## src/rtl/cpe_mem_arb.sv

```systemverilog
// cpe_mem_arb: shares one memory port between the IF and LS requesters, with a wait-state timeout.
// Define CPE_MEM_ARB_RR_EN for round-robin tie-breaking; the default build uses fixed LS priority.
module cpe_mem_arb #(
    parameter int ADDR_W  = 32,
    parameter int DATA_W  = 32,
    parameter int TIMEOUT = 15
) (
    input  logic              clk_w_i,
    input  logic              res_w_i_l,
    input  logic              if_req_w_i_h,
    input  logic [ADDR_W-1:0] if_addr_w_i,
    output logic              if_gnt_w_o_h,
    output logic              if_rvalid_w_o_h,
    output logic [DATA_W-1:0] if_rdata_w_o,
    input  logic              ls_req_w_i_h,
    input  logic              ls_we_w_i_h,
    input  logic [ADDR_W-1:0] ls_addr_w_i,
    input  logic [DATA_W-1:0] ls_wdata_w_i,
    output logic              ls_gnt_w_o_h,
    output logic              ls_rvalid_w_o_h,
    output logic [DATA_W-1:0] ls_rdata_w_o,
    output logic [ADDR_W-1:0] mem_addr_w_o,
    output logic [DATA_W-1:0] mem_wdata_w_o,
    output logic              mem_rd_w_o_h,
    output logic              mem_wr_w_o_h,
    input  logic [DATA_W-1:0] mem_rdata_w_i,
    input  logic              mem_rdy_w_i_h,
    output logic              err_w_o_h
);

    localparam int               CNT_W    = $clog2(TIMEOUT + 1);
    localparam logic [CNT_W-1:0] CNT_LAST = CNT_W'(TIMEOUT - 1);
    localparam logic             OWN_IF   = 1'b0;
    localparam logic             OWN_LS   = 1'b1;

    typedef enum logic {
        ST_IDLE   = 1'b0,
        ST_ACCESS = 1'b1
    } state_t;

    state_t            state_q,     state_d;
    logic              owner_q,     owner_d;
    logic              we_q,        we_d;
    logic [ADDR_W-1:0] addr_q,      addr_d;
    logic [DATA_W-1:0] wdata_q,     wdata_d;
    logic [CNT_W-1:0]  cnt_q,       cnt_d;
    logic [DATA_W-1:0] if_rdata_q,  if_rdata_d;
    logic [DATA_W-1:0] ls_rdata_q,  ls_rdata_d;
    logic              if_rvalid_q, if_rvalid_d;
    logic              ls_rvalid_q, ls_rvalid_d;
    logic              err_q,       err_d;

    logic idle;
    logic ls_prio;
    logic ls_win;
    logic if_win;

    assign idle = (state_q == ST_IDLE);

`ifdef CPE_MEM_ARB_RR_EN
    // Remembers who was granted last; reset value IF hands the first tie to LS.
    logic last_ls_q, last_ls_d;

    assign ls_prio = !last_ls_q;

    always_comb begin
        last_ls_d = last_ls_q;
        if (ls_win) begin
            last_ls_d = 1'b1;
        end else if (if_win) begin
            last_ls_d = 1'b0;
        end
    end

    always_ff @(posedge clk_w_i or negedge res_w_i_l) begin
        if (!res_w_i_l) begin
            last_ls_q <= 1'b0;
        end else begin
            last_ls_q <= last_ls_d;
        end
    end
`else
    assign ls_prio = 1'b1;
`endif

    // Grants are combinational from the requests and only exist in IDLE.
    assign ls_win = idle && ls_req_w_i_h && (!if_req_w_i_h || ls_prio);
    assign if_win = idle && if_req_w_i_h && !(ls_req_w_i_h && ls_prio);

    always_comb begin
        state_d     = state_q;
        owner_d     = owner_q;
        we_d        = we_q;
        addr_d      = addr_q;
        wdata_d     = wdata_q;
        cnt_d       = cnt_q;
        if_rdata_d  = if_rdata_q;
        ls_rdata_d  = ls_rdata_q;
        if_rvalid_d = 1'b0;
        ls_rvalid_d = 1'b0;
        err_d       = 1'b0;

        case (state_q)
            ST_IDLE: begin
                if (ls_win) begin
                    state_d = ST_ACCESS;
                    owner_d = OWN_LS;
                    we_d    = ls_we_w_i_h;
                    addr_d  = ls_addr_w_i;
                    wdata_d = ls_wdata_w_i;
                    cnt_d   = '0;
                end else if (if_win) begin
                    // IF carries no write data, so the write-data register keeps its value.
                    state_d = ST_ACCESS;
                    owner_d = OWN_IF;
                    we_d    = 1'b0;
                    addr_d  = if_addr_w_i;
                    cnt_d   = '0;
                end
            end
            ST_ACCESS: begin
                if (mem_rdy_w_i_h) begin
                    state_d = ST_IDLE;
                    if (owner_q == OWN_LS) begin
                        ls_rvalid_d = 1'b1;
                        if (!we_q) begin
                            ls_rdata_d = mem_rdata_w_i;
                        end
                    end else begin
                        if_rvalid_d = 1'b1;
                        if_rdata_d  = mem_rdata_w_i;
                    end
                end else if (cnt_q == CNT_LAST) begin
                    // Abort: the owner still sees a completion, with zero data and err.
                    state_d = ST_IDLE;
                    err_d   = 1'b1;
                    if (owner_q == OWN_LS) begin
                        ls_rvalid_d = 1'b1;
                        ls_rdata_d  = '0;
                    end else begin
                        if_rvalid_d = 1'b1;
                        if_rdata_d  = '0;
                    end
                end else begin
                    cnt_d = cnt_q + CNT_W'(1);
                end
            end
            default: begin
                state_d = ST_IDLE;
            end
        endcase
    end

    always_ff @(posedge clk_w_i or negedge res_w_i_l) begin
        if (!res_w_i_l) begin
            state_q     <= ST_IDLE;
            owner_q     <= OWN_IF;
            we_q        <= 1'b0;
            addr_q      <= '0;
            wdata_q     <= '0;
            cnt_q       <= '0;
            if_rdata_q  <= '0;
            ls_rdata_q  <= '0;
            if_rvalid_q <= 1'b0;
            ls_rvalid_q <= 1'b0;
            err_q       <= 1'b0;
        end else begin
            state_q     <= state_d;
            owner_q     <= owner_d;
            we_q        <= we_d;
            addr_q      <= addr_d;
            wdata_q     <= wdata_d;
            cnt_q       <= cnt_d;
            if_rdata_q  <= if_rdata_d;
            ls_rdata_q  <= ls_rdata_d;
            if_rvalid_q <= if_rvalid_d;
            ls_rvalid_q <= ls_rvalid_d;
            err_q       <= err_d;
        end
    end

    assign if_gnt_w_o_h    = if_win;
    assign ls_gnt_w_o_h    = ls_win;
    assign if_rvalid_w_o_h = if_rvalid_q;
    assign ls_rvalid_w_o_h = ls_rvalid_q;
    assign if_rdata_w_o    = if_rdata_q;
    assign ls_rdata_w_o    = ls_rdata_q;
    assign err_w_o_h       = err_q;
    assign mem_addr_w_o    = addr_q;
    assign mem_wdata_w_o   = wdata_q;
    // Strobes decode straight from state so an async reset drops them immediately.
    assign mem_rd_w_o_h    = !idle && !we_q;
    assign mem_wr_w_o_h    = !idle && we_q;

    a_one_grant: assert property (@(posedge clk_w_i) disable iff (!res_w_i_l)
        !(if_gnt_w_o_h && ls_gnt_w_o_h));
    a_gnt_idle: assert property (@(posedge clk_w_i) disable iff (!res_w_i_l)
        (if_gnt_w_o_h || ls_gnt_w_o_h) |-> idle);

endmodule
```

## config.mk

```make
export PLATFORM = sky130hd
export DESIGN_NAME = cpe_mem_arb
export DESIGN_NICKNAME = d
export VERILOG_FILES = /design/src/rtl/cpe_mem_arb.sv
export SDC_FILE = /design/constraint.sdc
export NUM_CORES = 1
export LEC_CHECK = 0
export ABC_AREA = 1
export BUFFER_PORTS_ARGS = -buffer_cell sky130_fd_sc_hd__clkbuf_2
export CAP_MARGIN = 20
export CORE_ASPECT_RATIO = 0.7
export CORE_UTILIZATION = 26
export CTS_BUF_LIST = sky130_fd_sc_hd__clkbuf_4 sky130_fd_sc_hd__clkbuf_8
export CTS_CLUSTER_DIAMETER = 120
export DETAILED_ROUTE_END_ITERATION = 7
export GPL_TIMING_DRIVEN = 0
export PLACE_DENSITY = 0.55
export SKIP_LAST_GASP = 1
export SLEW_MARGIN = 20
export SYNTH_ARGS = -nofsm -noshare
export SYNTH_HDL_FRONTEND = slang
export SYNTH_SLANG_ARGS = --single-unit
```

## constraint.sdc

```tcl
create_clock -name clk_w_i -period 1.6 [get_ports clk_w_i]
set_clock_uncertainty 0.15 [all_clocks]
set_input_delay 0.08 -clock clk_w_i [delete_from_list [all_inputs] [get_ports clk_w_i]]
set_output_delay 0.08 -clock clk_w_i [all_outputs]
set_load 0.05 [all_outputs]
```

==> impl_metrics.csv <==
group,metric,value,unit
global_routing,grt_pass1_wl,32.1,mm
synth,avgSynthCellArea,8.85,sq um
run_status,run_status,"finished, violations left",
routing,vias,6100,
finish,fin_nets,1266,
worst_setup_path,r2r_end,"ls_rdata_w_o[30]",
placement,placedInstanceArea,7730,sq um
global_routing,overflow,0,
placement,place_congestion,0.755,
timing,setup_ws,-55.2,ps
finish,area_growth,76.1,%
clock_tree,cts_sinks,138,
placement,place_ws,-121,ps
placement,dp_cells,1248,
finish,nFillCells,2073,
routing,detail_route.first_pass.iterations,5,
worst_setup_path,r2r-start,"cnt_q[0]",
finish,finish.utilization,0.475,
worst_setup_path,slowest_delay,400,ps
timing,maxSlewHeadroom,0.598,
finish,seqCellArea,3460,sq um
finish,stdcell_area,10500,sq um
flow_run,drv_cap,0,
synth,syn-num-nets,811,
worst_setup_path,criticalPathCategory,"flip-flop to flip-flop",
worst_setup_path,startpoint_type,"flip-flop",
timing,fin_crit,1660,ps
synth,yosysTopAreaCellShare,0.578,
worst_setup_path,required,1780,ps
routing,wirelength,21.2,mm
floorplan,start_util,0.270,
floorplan,die_y,129,um
routing,ant_nets,0,
worst_setup_path,critPathMaxFanout,6,
floorplan,die_w,183,um
global_routing,grt_max_degree,76,
routing,drtIter0Drc,236,
finish,layout-drive-gt1-share,0.425,
power_and_ir_drop,leakage,5.64,nW
placement,place_hpwl,12.9,mm
finish,multi_input_area,2520,sq um
synth,synthArstFlopShare,1.00,
synth,synth_area,5970,sq um
finish,diodes,0,
routing,drc,0,
clock_tree,numCtsBuffers,17,
floorplan,dieArea,23600,sq um
global_routing,antenna_found_initial,0,
global_routing,grt_usage,0.174,
worst_setup_path,crit_chain,"inv_2 > ha_4 > nand3_4 > nand2_4 > buf_6 > nand3_4 > buf_12 > clkbuf_16 > nand2_2 > o21ai_1",
clock_tree,clk_latency,440,ps
run_status,violations,"setup timing",
timing,fin_crit_sh,1.03,
floorplan,io_pins,269,
timing,rsz0062_at_grt,"true",
worst_setup_path,crit_path_end_kind,"flip-flop",
routing,wire_per_inst,14.6,um
worst_setup_path,reg2reg_depth,10,
synth,synth.most_common_cell,"nand2_1",
worst_setup_path,crit_path_frequent_cell,"nand3_4",
synth,synth_area_leaders,"dfrtp_1 (58%), nand2_1 (25%), o21ai_2 (6.9%), buf_6 (3.0%), o21ai_1 (1.5%)",
timing,hold_viol,0,
power_and_ir_drop,p_per_area,1910,nW/um^2
synth,synth_cells,675,
timing,slew_violations,0,
synth,synth_edf_count,0,
worst_setup_path,rrSetupSlack,-60,ps
clock_tree,cts_max_path_buffers,2,
placement,port_buffers,267,
timing,tightest_slew,603,ps
worst_setup_path,worstPathArrival,1830,ps
synth,ys_seq_area_frac,0.578,
synth,synth_cell_types,23,
synth,synth_top_cell_by_area,"dfrtp_1",
power_and_ir_drop,vdd_drop_max,0.858,mV
clock_tree,cts_tree,"built",
clock_tree,root_buffer,"clkbuf_8",
synth,yosysWarnings,0,
finish,layout.cells.non_filler,1448,
synth,ys_seq_elements,138,
floorplan,rows,45,
synth,synth_common_cells,"nand2_1 (392), dfrtp_1 (138), o21ai_2 (47)",
min_path,worstHoldPathType,"primary input to asynchronous set/reset pin",
timing,finalSetupViolCount,50,
floorplan,core,22100,sq um
clock_tree,htreeDepth,4,
timing,fmaxAchievable,604,MHz
global_routing,grt_pass1_vias,6264,
synth,ys.flop_type,"dfrtp_1",
routing,viasPerCell,4.21,
clock_tree,path_clk_slew,90,ps
worst_setup_path,crit_slowest_cell,"dfrtp_1",
[critical path, delay by kind of cell (launching register included)]
family	cells	cell delay, ps
AO/OA/AOI/OAI	1	50
adder cells (fa/ha/maj)	1	130
buffers and inverters	4	520
flip-flops	1	400
AND/OR/NAND/NOR	4	280
[logic make-up (layout without fill, tap and decap cells)]
family / Yosys count / count (layout) / synth area share
AO/OA/AOI/OAI: 69 / 69 / 0.0880
XOR/XNOR: 1 / 1 / 0.00147
adder cells (fa/ha/maj): 2 / 2 / 0.00419
buffers and inverters: 48 / 515 / 0.0576
flip-flops: 138 / 138 / 0.578
AND/OR/NAND/NOR: 417 / 418 / 0.271
[routing by layer]
metal | share of wire | up-vias | track usage | wire, um
met5 | 0 | - | 0 | 0
met4 | 0.013 | 0 | 0.0564 | 266
met3 | 0.064 | 18 | 0.0526 | 1350
met2 | 0.46 | 195 | 0.279 | 9700
met1 | 0.47 | 2856 | 0.226 | 9880
li1 | - | 3031 | - | -
[power by group]
part           switching, mW  total (mW)  internal [mW]
Combinational           7.73        10.9           3.12
Clock                   1.48        3.23           1.75
Sequential              1.07        5.96           4.90
[worst max-delay path by stage]
stage	slack [ps]	end	from
2_1_floorplan	70	if_rdata_w_o[13]	cnt_q[0]
3_3_place_gp	-2190	mem_wdata_w_o[24]	res_w_i_l
3_5_place_dp	-120	ls_gnt_w_o_h	state_q
4_1_cts	-100	ls_gnt_w_o_h	state_q
5_1_grt	-140	if_gnt_w_o_h	state_q
6_report	-60	ls_rdata_w_o[30]	cnt_q[0]
[cell usage in the layout, fill, tap and decap left out, types with 11 or more instances in the layout]
cell / count
buf_4: 20
buf_6: 16
clkbuf_2: 262
clkbuf_8: 20
dfrtp_1: 136
dlygate4sd3_1: 133
nand2_1: 351
nand2_2: 19
nand2_4: 30
o21ai_1: 11
o21ai_2: 53
[what timing repair did]
item | in CTS | in global routing
setup buffers | 17 | 7
endpoints found under the setup margin | 73 | 103
gates cloned | 4 | 10
hold endpoints to repair | 273 | 0
pin swaps | 2 | 3
resized for setup | 39 | 110
hold buffers | 133 | 0
[cell type report]
| class | count | share of cell area |
|---|---|---|
| Sequential cell | 138 | 0.328 |
| Timing Repair Buffer | 438 | 0.314 |
| Multi-Input combinational cell | 490 | 0.240 |
| Tap cell | 305 | 0.0363 |
| Buffer | 35 | 0.0356 |
| Clock buffer | 19 | 0.0237 |
| Clock inverter | 13 | 0.0182 |
| Inverter | 10 | 0.00381 |
[registers in the layout, summed over array words and instances (netlist names)]
register / cells
state_q: 1
we_q: 1
mem_addr_w_o: 32
mem_wdata_w_o: 32
ls_rdata_w_o: 32
err_w_o_h: 1
if_rdata_w_o: 32
cnt_q: 4
if_rvalid_w_o_h: 1
owner_q: 1
ls_rvalid_w_o_h: 1
[metrics by stage]
step,TNS [ps],total power [mW],hold slack [ps]
after floorplan,0,12.8,-366
final,-1090,20.0,18.2
after global placement,-300790,15.2,127
after CTS,-2540,19.2,8.93
after detailed placement,-2390,15.3,-39.6
after global routing,-5770,21.1,32.0
Note: power is estimated with default switching activity, not from simulation.
